==> src/rtl/seg_scan_display.sv <==
`default_nettype none
// +--------------------------------------------------------------------------+
// | seg_scan_display : multiplexed multi-digit 7-segment driver, board clock |
// | Revision 1.0                                                             |
// +--------------------------------------------------------------------------+
module seg_scan_display #(
   parameter int DIGITS         = 8,
   parameter int DIV            = 50000,
   parameter int SEG_ACTIVE_LOW = 1,
   parameter int SEL_ACTIVE_LOW = 1
) (
   input  logic                        clk,
   input  logic                        reset,
   input  logic [4*DIGITS-1:0]         data_in,
   input  logic                        load,
   input  logic                        enable,
   input  logic                        blank_lz,
   output logic [6:0]                  seg,
   output logic [DIGITS-1:0]           sel,
   output logic [$clog2(DIGITS)-1:0]   digit_idx
);

   localparam int IDX_W = $clog2(DIGITS);
   localparam int CNT_W = $clog2(DIV);

   localparam logic [6:0]        c_SEG_OFF = (SEG_ACTIVE_LOW != 0) ? 7'h7F : 7'h00;
   localparam logic [DIGITS-1:0] c_SEL_OFF = (SEL_ACTIVE_LOW != 0) ? {DIGITS{1'b1}}
                                                                   : {DIGITS{1'b0}};

   logic [4*DIGITS-1:0] r_shadow;
   logic [CNT_W-1:0]    r_cnt;
   logic [IDX_W-1:0]    r_idx;
   logic [6:0]          r_seg;
   logic [DIGITS-1:0]   r_sel;

   logic [3:0]          w_nib;
   logic                w_zero_digit;
   logic [6:0]          w_pat;
   logic [6:0]          w_seg_lit;
   logic [DIGITS-1:0]   w_onehot;
   logic [DIGITS-1:0]   w_sel_lit;
   logic                w_cnt_last;
   logic                w_idx_last;
   logic [DIGITS:1]     w_zero_from;

   // w_zero_from[i] is set when nibble i and every nibble above it are zero
   assign w_zero_from[DIGITS] = 1'b1;
   for (genvar g = 1; g < DIGITS; g++) begin : g_lz
      assign w_zero_from[g] = w_zero_from[g+1] & (r_shadow[4*g +: 4] == 4'h0);
   end

   // Digit 0 is never a leading zero, so it is the default selection
   always_comb begin
      w_nib        = r_shadow[3:0];
      w_zero_digit = 1'b0;
      for (int i = 1; i < DIGITS; i++) begin
         if (r_idx == IDX_W'(i)) begin
            w_nib        = r_shadow[4*i +: 4];
            w_zero_digit = w_zero_from[i];
         end
      end
   end

   always_comb begin
      w_pat = 7'h00;
      case (w_nib)
         4'h0:    w_pat = 7'h3F;
         4'h1:    w_pat = 7'h06;
         4'h2:    w_pat = 7'h5B;
         4'h3:    w_pat = 7'h4F;
         4'h4:    w_pat = 7'h66;
         4'h5:    w_pat = 7'h6D;
         4'h6:    w_pat = 7'h7D;
         4'h7:    w_pat = 7'h07;
         4'h8:    w_pat = 7'h7F;
         4'h9:    w_pat = 7'h6F;
         4'hA:    w_pat = 7'h77;
         4'hB:    w_pat = 7'h7C;
         4'hC:    w_pat = 7'h39;
         4'hD:    w_pat = 7'h5E;
         4'hE:    w_pat = 7'h79;
         default: w_pat = 7'h71;
      endcase
   end

   assign w_seg_lit  = (blank_lz && w_zero_digit) ? c_SEG_OFF
                     : ((SEG_ACTIVE_LOW != 0) ? ~w_pat : w_pat);
   assign w_onehot   = {{(DIGITS-1){1'b0}}, 1'b1} << r_idx;
   assign w_sel_lit  = (SEL_ACTIVE_LOW != 0) ? ~w_onehot : w_onehot;
   assign w_cnt_last = (r_cnt == CNT_W'(DIV - 1));
   assign w_idx_last = (r_idx == IDX_W'(DIGITS - 1));

   always_ff @(posedge clk) begin
      if (reset) begin
         r_shadow <= '0;
         r_cnt    <= '0;
         r_idx    <= '0;
         r_seg    <= c_SEG_OFF;
         r_sel    <= c_SEL_OFF;
      end else begin
         if (load) begin
            r_shadow <= data_in;
         end
         if (enable) begin
            r_seg <= w_seg_lit;
            // Select stays dark for the first cycle of each slot to avoid ghosting
            r_sel <= (r_cnt == '0) ? c_SEL_OFF : w_sel_lit;
            if (w_cnt_last) begin
               r_cnt <= '0;
               r_idx <= w_idx_last ? '0 : r_idx + 1'b1;
            end else begin
               r_cnt <= r_cnt + 1'b1;
            end
         end else begin
            r_seg <= c_SEG_OFF;
            r_sel <= c_SEL_OFF;
         end
      end
   end

   assign seg       = r_seg;
   assign sel       = r_sel;
   assign digit_idx = r_idx;

endmodule
`default_nettype wire
==> config.mk <==
export PLATFORM = sky130hd
export DESIGN_NAME = seg_scan_display
export DESIGN_NICKNAME = d
export VERILOG_FILES = /design/src/rtl/seg_scan_display.sv
export SDC_FILE = /design/constraint.sdc
export NUM_CORES = 1
export LEC_CHECK = 0
export BUFFER_PORTS_ARGS = -buffer_cell sky130_fd_sc_hd__buf_2
export CAP_MARGIN = 20
export CORE_MARGIN = 8
export CORE_UTILIZATION = 45
export CTS_CLUSTER_DIAMETER = 200
export DETAILED_ROUTE_END_ITERATION = 10
export PLACE_DENSITY = 0.71
export SETUP_SLACK_MARGIN = 0.2
export SLEW_MARGIN = 20
export SYNTH_ARGS = -nofsm -noshare
export SYNTH_HDL_FRONTEND = slang
export SYNTH_SLANG_ARGS = --single-unit
export TNS_END_PERCENT = 100
==> constraint.sdc <==
create_clock -name clk -period 2.6 [get_ports clk]
set_input_delay 0.13 -clock clk [delete_from_list [all_inputs] [get_ports clk]]
set_output_delay 0.13 -clock clk [all_outputs]
set_load 0.01 [all_outputs]
Yosys cells after proc, flatten, opt, wreduce, memory -nomap -nowiden

Memory sizes are Yosys's and may differ from the RTL's.
Cells that the tools add are included.
Widths: inputs -> output; s select.

Bits in registers: 66
Bits in latches: 0
RAM bits: 0
Bits in read-only memories: 112
Input bits: 37
Output and inout bits: 18
Memories: 1

Memory list:

| memory           | depth | bits a word | read ports | clocked after Yosys merged registers in | wr ports | line | source |
|---|---|---|---|---|---|---|---|
| (name not given) | 16    | 7           | 1          | 0                                       | 0        | 66   | `case (w_nib)` |

Add/subtract/negate cells: 2
Multipliers: 0
Div/mod/pow operators: 0
Magnitude comparators: 0
Eq/ne operators: 8
Shift-type cells: 1
Muxes and demuxes: 16
Bitwise operators: 9
Reductions and logical operators: 12

Operator list:

| operator              | number |
|---|---|
| $logic_not 4->1       | 7 |
| $mux 4                | 7 |
| $add 16x1->16 const B | 1 |
| $eq 16x16->1 const B  | 1 |
| $logic_not 16->1      | 1 |
| $mux 16               | 1 |
| $eq 3x3->1 const B    | 4 |
| $not 8->8             | 1 |
| $shl 1x3->8 const A   | 1 |
| $mux 1                | 7 |
| $not 7->7             | 1 |
| $and 1x1->1           | 6 |
| $eq 3x2->1 const B    | 2 |
| $reduce_or 3->1       | 2 |
| $add 3x1->3 const B   | 1 |
| $eq 3x1->1 const B    | 1 |
| $mux 3                | 1 |
| $reduce_and 2->1      | 1 |
| $logic_and 1x1->1     | 1 |
| $not 1->1             | 1 |

Logic depth before layout (Yosys ltp)

Gate-level depths: netlist (run 1).

Depth in word-level cells: 16
Depth in mapped cells: 14
Depth with buffers taken out: 12

Least setup slack after synthesis (run 1)

OpenSTA, ideal clock, no wires.

Kind: flip-flop to flip-flop
Start point: reg r_idx[0] (netlist: digit_idx[0])
End point: reg r_seg[0] (netlist: seg[0])
Setup time: 0.137 ns
Data arrival time: 2.497 ns
Data required time: 2.463 ns
Setup slack: -0.034 ns
Cell stages (with the launch flop): 13
Path buffers: 1
Cells stage by stage: dfxtp_1 -> inv_1 -> ha_1 -> buf_2 -> or3b_2 -> a21oi_1 -> o211ai_1 -> a21oi_1 -> a21oi_1 -> ha_1 -> or3_1 -> o21ai_0 -> o21ai_1

Word-level cells in the longest chain between the ends: 10
Elaborated cells between the ends (all ways): 25

RTL lines:

| element                                           | line | source |
|---|---|---|
| start: declaration                                | 32   | `logic [IDX_W-1:0] r_idx;` |
| start signal: assignment                          | 110  | `r_idx <= w_idx_last ? '0 : r_idx + 1'b1;` |
| $eq 3x1->1                                        | 57   | `if (r_idx == IDX_W'(i)) begin` |
| $mux 4 or $mux 1 (tied branches) (7 in a row)     | 57   |  |
| $mem_v2 16x7 or $logic_and 1x1->1 (tied branches) | --   |  |
| $not 7->7 or $reduce_or 3->1 (tied branches)      | --   |  |
| end signal: assignment                            | 98   | `r_seg <= c_SEG_OFF;` |
| end signal: assignment                            | 105  | `r_seg <= w_seg_lit;` |
| end signal: assignment                            | 115  | `r_seg <= c_SEG_OFF;` |
| end: declaration                                  | 33   | `logic [6:0] r_seg;` |

Parallel ways exist; a longest one is shown, timed or not.
A chain may end at the register's enable or synchronous reset.

Final worst setup path (run 1)

Start point: reg r_idx[1] (netlist: digit_idx[1])
End point: reg r_seg[6] (netlist: seg[6])

The elaborated chain is that of the path after synthesis.

==> results of run 1 <==
==> worst max-delay path, cell delays in order, from the launching register on <==
cell      delay [ns]
dfxtp_4         0.38
ha_4            0.17
ha_4            0.18
or4_4           0.51
nand2_1         0.08
a222oi_1        0.11
o31a_1          0.39
mux2_4          0.35
nand2_2         0.06
o211ai_1        0.11
==> area by class of cell <==
cell class | instances | share of cell area, %
timing repair buffer | 74 | 11.1
inverter | 14 | 1.49
sequential | 66 | 34.4
tap | 80 | 2.59
multi-input combinational | 255 | 46.6
clock inverter | 1 | 0.129
clock buffer | 12 | 3.75
==> repair_timing <==
item,CTS,global route
gates resized for setup,24,10
pin swaps,9,10
hold endpoints to repair,0,0
buffers inserted,9,2
endpoints found under the setup margin,6,7
==> logic make-up (layout without fill, tap and decap cells) <==
group	count (synthesis)	count (layout)	share of synthesized area [%]
xor+xnor	15	15	4.20
flops	66	66	42.3
compound gates	50	50	9.92
buf+inv	31	101	4.36
simple gates	135	135	20.4
mux	41	41	13.2
fa+ha+maj	14	14	5.60
==> layer usage <==
| layer | global-route usage, % | routed length (µm) | vias to the layer above |
|---|---|---|---|
| met5 | 0 | 0 | - |
| met3 | 4.96 | 400 | 20 |
| met4 | 7.57 | 179 | 0 |
| li1 | - | - | 1353 |
| met2 | 24.3 | 3550 | 66 |
| met1 | 17.2 | 3230 | 1224 |
==> path summary, 6_finish.rpt <==
path                startpoint  slack (ns)     endpoint
hold reg to reg    r_shadow[2]        0.51  r_shadow[2]
hold / removal      data_in[3]        0.03  r_shadow[3]
setup / recovery  digit_idx[1]        0.12       seg[6]
setup reg to reg  digit_idx[1]        0.12       seg[6]
==> placed cells by master, fill, tap and decap left out, types with 2 or more instances in the layout <==
cell type,count
or3b_4,2
nand4_1,5
inv_2,2
a21oi_2,4
dfxtp_1,63
buf_4,18
dfxtp_4,2
a21oi_1,12
mux2i_1,37
clkbuf_1,2
nand2_2,2
nor2_1,57
o211ai_1,6
o21ai_1,2
inv_1,10
ha_4,5
nand2_1,27
o221ai_1,3
buf_6,2
xor2_1,10
nor2b_1,2
ha_2,2
nor4_1,8
o21ai_0,12
mux2_4,2
nand2b_1,9
xnor2_1,5
buf_2,54
ha_1,7
nand3_1,10
clkbuf_8,10
inv_4,2
==> flip-flops by register name (all words and copies together) (netlist names) <==
| register | count |
|---|---|
| seg | 7 |
| digit_idx | 3 |
| r_shadow | 32 |
| sel | 8 |
| r_cnt | 16 |
==> report_power, final <==
group / internal [µW] / switching [µW] / leakage [µW]
Sequential: 1050 / 30.2 / 0.000543
Clock: 355 / 341 / 0.0000782
Combinational: 105 / 107 / 0.000981
==> metrics by stage <==
stage	util [%]	hold WS, ns	setup slack [ns]
floorplan	-	0.277	0.191
global placement	51.8	0.363	0.115
detailed placement	51.8	0.373	0.0555
CTS	56.6	0.0189	0.178
global route	57.3	0.0316	0.0552
finish	57.3	0.0269	0.122
==> results.json, run 1 <==
{
  "drt_iter0_markers": 93,
  "cts.hold.buffers_added": 0,
  "finalWeightedCongestion": 0.814,
  "finalPower_uw": 1990,
  "synth_top_cell_area_share_pct": 42.3,
  "dp.cells": 478,
  "die_area_um2": 9870,
  "fin_nets": 471,
  "required_ns": 2.81,
  "synth_edf_count": 0,
  "finClkSkew_ns": 0.00759,
  "hold_path.class": "in2reg",
  "hold_depth": 3,
  "design_area_um2": 3870,
  "grt_max_degree": 38,
  "vias_per_cell": 5.30,
  "overflow": 0,
  "ys_ff_latch": 66,
  "synth_top_area_cell": "dfxtp_1",
  "fmax_ghz": 0.403,
  "antenna_found_initial": 0,
  "tightest_slew_ns": 0.937,
  "reg2reg_depth": 9,
  "rsz0062_at_grt": "yes",
  "place_area_um2": 3500,
  "boundaryPins": 55,
  "synth_common_cells": "66 x dfxtp_1, 57 x nor2_1, 38 x mux2i_1, 29 x nand2_1, 17 x a21oi_1",
  "cts_tree": "built",
  "wl_per_cell_um": 14.7,
  "root_buffer": "clkbuf_8",
  "synth_area_leaders": "dfxtp_1 42%, mux2i_1 12%, nor2_1 6.8%, ha_1 5.6%, nand2_1 3.5%",
  "ys_warn_count": 0,
  "ant_nets": 0,
  "grt_pass1_vias": 2581,
  "power.density_nw_per_um2": 514,
  "initial_core_util_pct": 46.3,
  "synth_nets": 403,
  "status": "finished clean",
  "critPathLaunchType": "flip-flop",
  "syn_inst": 352,
  "setup_viol": 0,
  "rows": 30,
  "dieHeight_um": 99.4,
  "grt_pass1_wl_um": 12000,
  "clkTransAtPathRegs_ns": 0.07,
  "syn_area_um2": 3130,
  "synth.most_common_cell": "dfxtp_1",
  "syn_area_per_cell_um2": 8.88,
  "portBuffers": 54,
  "max_slew_margin_pct": 37.5,
  "peakVddDrop_mv": 0.268,
  "layout-drive-gt1-share_pct": 28.4,
  "num_vias": 2663,
  "cap_violations": 0,
  "finalHoldViolCount": 0,
  "crit_arrival_ns": 2.69,
  "ys_seq_area_share_pct": 42.3,
  "area_growth_pct": 23.8,
  "die_w_um": 99.4,
  "fill_cells": 627,
  "seqCellArea_um2": 1330,
  "synthArstFlopShare_pct": 0,
  "crit_fanout": 8,
  "cts_buffers": 9,
  "cp-end-kind": "flip-flop",
  "clk_latency_ns": 0.34,
  "hpwl_um": 5290,
  "finalCriticalPeriod_ns": 2.48,
  "coreArea_um2": 6760,
  "p_leak_uw": 0.00160,
  "slew_violations": 0,
  "clockBufferDepth": 2,
  "htreeDepth": 3,
  "wl_um": 7360,
  "path_class": "reg2reg",
  "setup_tns_ns": 0,
  "clkSinkCount": 66,
  "synthFlopType": "dfxtp_1",
  "track_usage_pct": 15.0,
  "drc": 0,
  "drt_first_pass_iters": 5,
  "timing.final.crit_share_pct": 95.3,
  "n_antenna_cell": 0,
  "instances_no_fill": 502,
  "synthDistinctLibCells": 45,
  "multi_input_area_um2": 1800
}
Note: power is estimated with default switching activity, not from simulation.
==> run 2: changes to the inputs <==
--- a/config.mk
+++ b/config.mk
@@ -7,7 +7,6 @@
 export LEC_CHECK = 0
 export BUFFER_PORTS_ARGS = -buffer_cell sky130_fd_sc_hd__buf_2
 export CAP_MARGIN = 20
-export CORE_MARGIN = 8
 export CORE_UTILIZATION = 45
 export CTS_CLUSTER_DIAMETER = 200
 export DETAILED_ROUTE_END_ITERATION = 10
==> results.json, run 2 (synthesis gave the netlist of run 1 again) <==
{
  "crit_fanout": 6,
  "grt_pass1_vias": 2402,
  "p_seq_share_pct": 54.3,
  "crit_arrival_ns": 2.66,
  "peakVddDrop_mv": 0.296,
  "wl_per_cell_um": 13.5,
  "finalPower_uw": 1990,
  "final_cell_mix": "63 x dfxtp_1, 57 x nor2_1, 54 x buf_2, 38 x mux2i_1, 27 x nand2_1",
  "clk_latency_ns": 0.34,
  "die_w_um": 85.4,
  "fmax_ghz": 0.412,
  "antenna_found_initial": 0,
  "portBuffers": 54,
  "dieHeight_um": 85.4,
  "clkSinkCount": 66,
  "grt_pass1_wl_um": 11000,
  "clkPwrFrac_pct": 35.8,
  "clkTransAtPathRegs_ns": 0.06,
  "cap_violations": 0,
  "critPathLaunchType": "flip-flop",
  "initial_core_util_pct": 46.3,
  "pwr-share-comb_pct": 10.0,
  "power.density_nw_per_um2": 518,
  "setup_tns_ns": 0,
  "drc": 1,
  "cts_tree": "built",
  "boundaryPins": 55,
  "regMostFlops": "r_shadow",
  "layout-drive-gt1-share_pct": 26.8,
  "track_usage_pct": 19.3,
  "timing.final.crit_share_pct": 93.5,
  "status": "complete, but fails checks",
  "r2r_setup_slack_ns": 0.17,
  "htreeDepth": 3,
  "overflow": 0,
  "required_ns": 2.83,
  "drt_iter0_markers": 181,
  "p_int_uw": 1520,
  "hpwl_um": 4820,
  "hold_path.class": "in2reg",
  "failed_checks": "DRC",
  "num_vias": 2656,
  "ant_nets": 0,
  "area_growth_pct": 22.9,
  "slew_violations": 0,
  "drt_first_pass_iters": 7,
  "n_antenna_cell": 0,
  "vias_per_cell": 5.26,
  "grt_max_degree": 38,
  "rows": 30,
  "coreArea_um2": 6760,
  "final_common_cell": "dfxtp_1",
  "clockBufferDepth": 2,
  "p_leak_uw": 0.00160,
  "cts_buffers": 9,
  "p_sw_share_pct": 23.7,
  "root_buffer": "clkbuf_8",
  "setup_viol": 0,
  "cts.hold.buffers_added": 0,
  "die_area_um2": 7290,
  "finalWeightedCongestion": 0.845,
  "cp-end-kind": "flip-flop",
  "max_slew_margin_pct": 36.8,
  "fill_cells": 635,
  "largest_register_ffs": 32,
  "rsz0062_at_grt": "yes",
  "path_class": "reg2reg",
  "finClkSkew_ns": 0.00736,
  "finalHoldViolCount": 0,
  "p_switching_uw": 472,
  "wl_um": 6830,
  "fin_nets": 472,
  "tightest_slew_ns": 0.948,
  "finalCriticalPeriod_ns": 2.43
}
run 2: layout make-up:
| class | count | area (µm²) | share of cell area, % |
|---|---|---|---|
| Multi-Input combinational cell | 255 | 1760 | 45.9 |
| Timing Repair Buffer | 75 | 432 | 11.2 |
| Clock buffer | 15 | 156 | 4.07 |
| Inverter | 14 | 57.6 | 1.50 |
| Tap cell | 80 | 100 | 2.61 |
| Sequential cell | 66 | 1330 | 34.7 |
run 2: power groups by stage:
stage / logic, µW / clock network, µW / registers [µW]
after global routing: 220 / 780 / 1080
after detailed placement: 191 / 0 / 1100
final: 198 / 712 / 1080
after CTS: 196 / 736 / 1080
after floorplan: 129 / 0 / 1100
after global placement: 187 / 0 / 1100
run 2: worst paths after layout:
check	startpoint	end	depth (start not counted)
worst max-delay path	digit_idx[1]	seg[0]	9
worst min-delay path	data_in[13]	r_shadow[13]	3
worst max register to register	digit_idx[1]	seg[0]	9
worst min register to register	r_shadow[3]	r_shadow[3]	2
run 2: what timing repair did:
action	4_1_cts	5_1_grt
resized for setup	20	6
setup endpoints to repair	6	6
buffers inserted	6	6
cloned	0	0
pin swaps	9	2
run 2: per-layer routing:
metal | vias up | global-route usage (%) | part of all wire [%]
met1 | 1212 | 24.9 | 45
met3 | 16 | 6.03 | 6.2
li1 | 1358 | - | -
met2 | 70 | 30.6 | 47
met5 | - | 0 | 0
met4 | 0 | 6.52 | 1.8
run 2: through the flow:
| step | cell area [µm²] | util [%] | std cells | setup WS (ns) | hold WS [ns] |
|---|---|---|---|---|---|
| finish | 3840 | 56.9 | 505 | 0.170 | 0.0269 |
| global route | 3840 | 56.9 | 505 | 0.00788 | 0.0192 |
| CTS | 3780 | 56.0 | 499 | 0.185 | 0.0147 |
| detailed placement | 3500 | 51.8 | 478 | 0.0461 | 0.372 |
| global placement | 3500 | 51.8 | 478 | 0.105 | 0.365 |
| floorplan | 3150 | - | 352 | 0.191 | 0.277 |
run 2: worst max-delay path, stage by stage, from the launching register on:
cell and delay (ns):
dfxtp_4 0.38, ha_4 0.17, ha_4 0.18, or4_4 0.53
nand2_2 0.07, a222oi_1 0.11, o31a_1 0.40, or3_1 0.34
o21ai_1 0.08, o21ai_1 0.07
==> run 3: changes to the inputs <==
--- a/config.mk
+++ b/config.mk
@@ -8,9 +8,10 @@
 export BUFFER_PORTS_ARGS = -buffer_cell sky130_fd_sc_hd__buf_2
 export CAP_MARGIN = 20
 export CORE_UTILIZATION = 45
+export CTS_BUF_LIST = sky130_fd_sc_hd__clkbuf_16
 export CTS_CLUSTER_DIAMETER = 200
 export DETAILED_ROUTE_END_ITERATION = 10
-export PLACE_DENSITY = 0.71
+export PLACE_DENSITY = 0.69
 export SETUP_SLACK_MARGIN = 0.2
 export SLEW_MARGIN = 20
 export SYNTH_ARGS = -nofsm -noshare
==> constraint.sdc (replaced) <==
create_clock -name clk -period 2.6 [get_ports clk]
set_input_delay 0.13 -clock clk [delete_from_list [all_inputs] [get_ports clk]]
set_output_delay 0.13 -clock clk [all_outputs]
set_load 0.02 [all_outputs]
==> results.json, run 3 (synthesis gave the netlist of run 1 again) <==
{
  "clkSinkCount": 66,
  "clockBufferDepth": 2,
  "hold_slack_ns": 0.0452,
  "crit_arrival_ns": 2.64,
  "rsz0062_at_grt": "yes",
  "drt_first_pass_iters": 4,
  "status": "finished clean",
  "num_vias": 2709,
  "ant_nets": 0,
  "met3_usage_pct": 6.52,
  "cp_num_cells": 9,
  "coreArea_um2": 6760,
  "fmax_ghz": 0.410,
  "largest_register_ffs": 32,
  "n_antenna_cell": 0,
  "cts.hold.buffers_added": 0,
  "final_cell_mix": "63 x dfxtp_1, 57 x nor2_1, 54 x buf_2, 38 x mux2i_1, 27 x nand2_1",
  "overflow": 0,
  "wl_um": 7150,
  "hpwl_um": 4930,
  "vias_per_cell": 5.31,
  "finalHoldViolCount": 0,
  "reg2reg_depth": 9,
  "finalPower_uw": 2430,
  "hold_path.class": "in2reg",
  "die_w_um": 85.4,
  "r2r_setup_slack_ns": 0.16,
  "track_usage_pct": 20.1,
  "die_area_um2": 7290,
  "finalWeightedCongestion": 0.840,
  "max_slew_margin_pct": 38.0,
  "path_class": "reg2reg",
  "layout-drive-gt1-share_pct": 29.8,
  "portBuffers": 54,
  "grt_max_degree": 38,
  "grt_pass1_wl_um": 11500,
  "grtUsageMet2_pct": 35.8,
  "drt_iter0_markers": 236,
  "required_ns": 2.80,
  "regMostFlops": "r_shadow",
  "slew_violations": 0,
  "peakVddDrop_mv": 0.350,
  "dp.cells": 475,
  "rows": 30,
  "cp-end-kind": "flip-flop",
  "critPathLaunchType": "flip-flop",
  "htreeDepth": 3,
  "top_usage_layer": "met2",
  "timing.final.crit_share_pct": 93.9,
  "clkTransAtPathRegs_ns": 0.05,
  "hold_depth": 3,
  "setup_tns_ns": 0,
  "p_leak_uw": 0.00169,
  "clk_latency_ns": 0.32,
  "root_buffer": "clkbuf_16",
  "slowest_stage": "or4_4",
  "dieHeight_um": 85.4,
  "instances_no_fill": 510,
  "critPathTopFamily": "simple AND/OR/NAND/NOR gates",
  "setup_viol": 0,
  "power.density_nw_per_um2": 604,
  "area_growth_pct": 28.9,
  "grtUsageMet1_pct": 22.8,
  "crit_fanout": 7,
  "finClkSkew_ns": 0.00488,
  "finalCriticalPeriod_ns": 2.44,
  "boundaryPins": 55,
  "cap_violations": 0,
  "cts_buffers": 9,
  "final_common_cell": "dfxtp_1",
  "wl_per_cell_um": 14.0,
  "drc": 0,
  "initial_core_util_pct": 46.3,
  "fin_nets": 476,
  "tightest_slew_ns": 0.931,
  "slowest_delay_ns": 0.52,
  "grt_pass1_vias": 2553,
  "path_cells": "ha_4 -> ha_4 -> or4_4 -> nand2_2 -> a222oi_1 -> o31a_1 -> or3_1 -> o21ai_1 -> o21ai_1",
  "antenna_found_initial": 0,
  "cts_tree": "built",
  "crit_buf_inv": 0
}
-- run 3: path summary, 6_finish.rpt --
path                                endpoint          from
worst max-delay path                  seg[0]  digit_idx[0]
worst min-delay path            r_shadow[29]   data_in[29]
worst max register to register        seg[0]  digit_idx[0]
worst min register to register   r_shadow[6]   r_shadow[6]
-- run 3: metal layers --
| metal | part of all wire, % | vias to the layer above | wire, µm |
|---|---|---|---|
| met5 | 0 | - | 0 |
| met4 | 1.1 | 0 | 78 |
| met3 | 5.6 | 8 | 398 |
| met2 | 50 | 54 | 3570 |
| met1 | 43 | 1275 | 3110 |
| li1 | - | 1372 | - |
-- run 3: layout make-up --
type / instances / area (µm²)
clock buffers: 9 / 225
inverters: 14 / 57.6
fillers: 582 / 2730
well taps: 80 / 100
clock inverters: 7 / 60.1
flip-flops and latches: 66 / 1330
repair buffers: 79 / 463
multi-input cells: 255 / 1790
-- run 3: report_power, final --
part / leakage (µW) / internal [µW] / total, µW / switching [µW]
sequential: 0.000543 / 1050 / 1080 / 29.5
combinational: 0.00101 / 108 / 219 / 111
clock: 0.000140 / 728 / 1130 / 406
total: 0.00169 / 1890 / 2430 / 546
-- run 3: worst register-to-register path, cell delays in order, from the launching register on --
cell,delay [ns]
dfxtp_4,0.37
ha_4,0.17
ha_4,0.17
or4_4,0.52
nand2_2,0.07
a222oi_1,0.11
o31a_1,0.38
or3_1,0.35
o21ai_1,0.09
o21ai_1,0.08
-- run 3: timing repair --
item	in CTS	in global routing
setup endpoints to repair	7	7
pin swaps	7	13
resized for setup	19	14
setup buffers	12	7
-- run 3: metrics by stage --
| stage | setup slack [ns] | cell area [µm²] | util (%) |
|---|---|---|---|
| floorplan | 0.189 | 3180 | - |
| global placement | 0.0705 | 3500 | 51.8 |
| detailed placement | -0.00838 | 3500 | 51.8 |
| CTS | 0.151 | 3950 | 58.5 |
| global route | 0.0927 | 4030 | 59.7 |
| finish | 0.158 | 4030 | 59.7 |
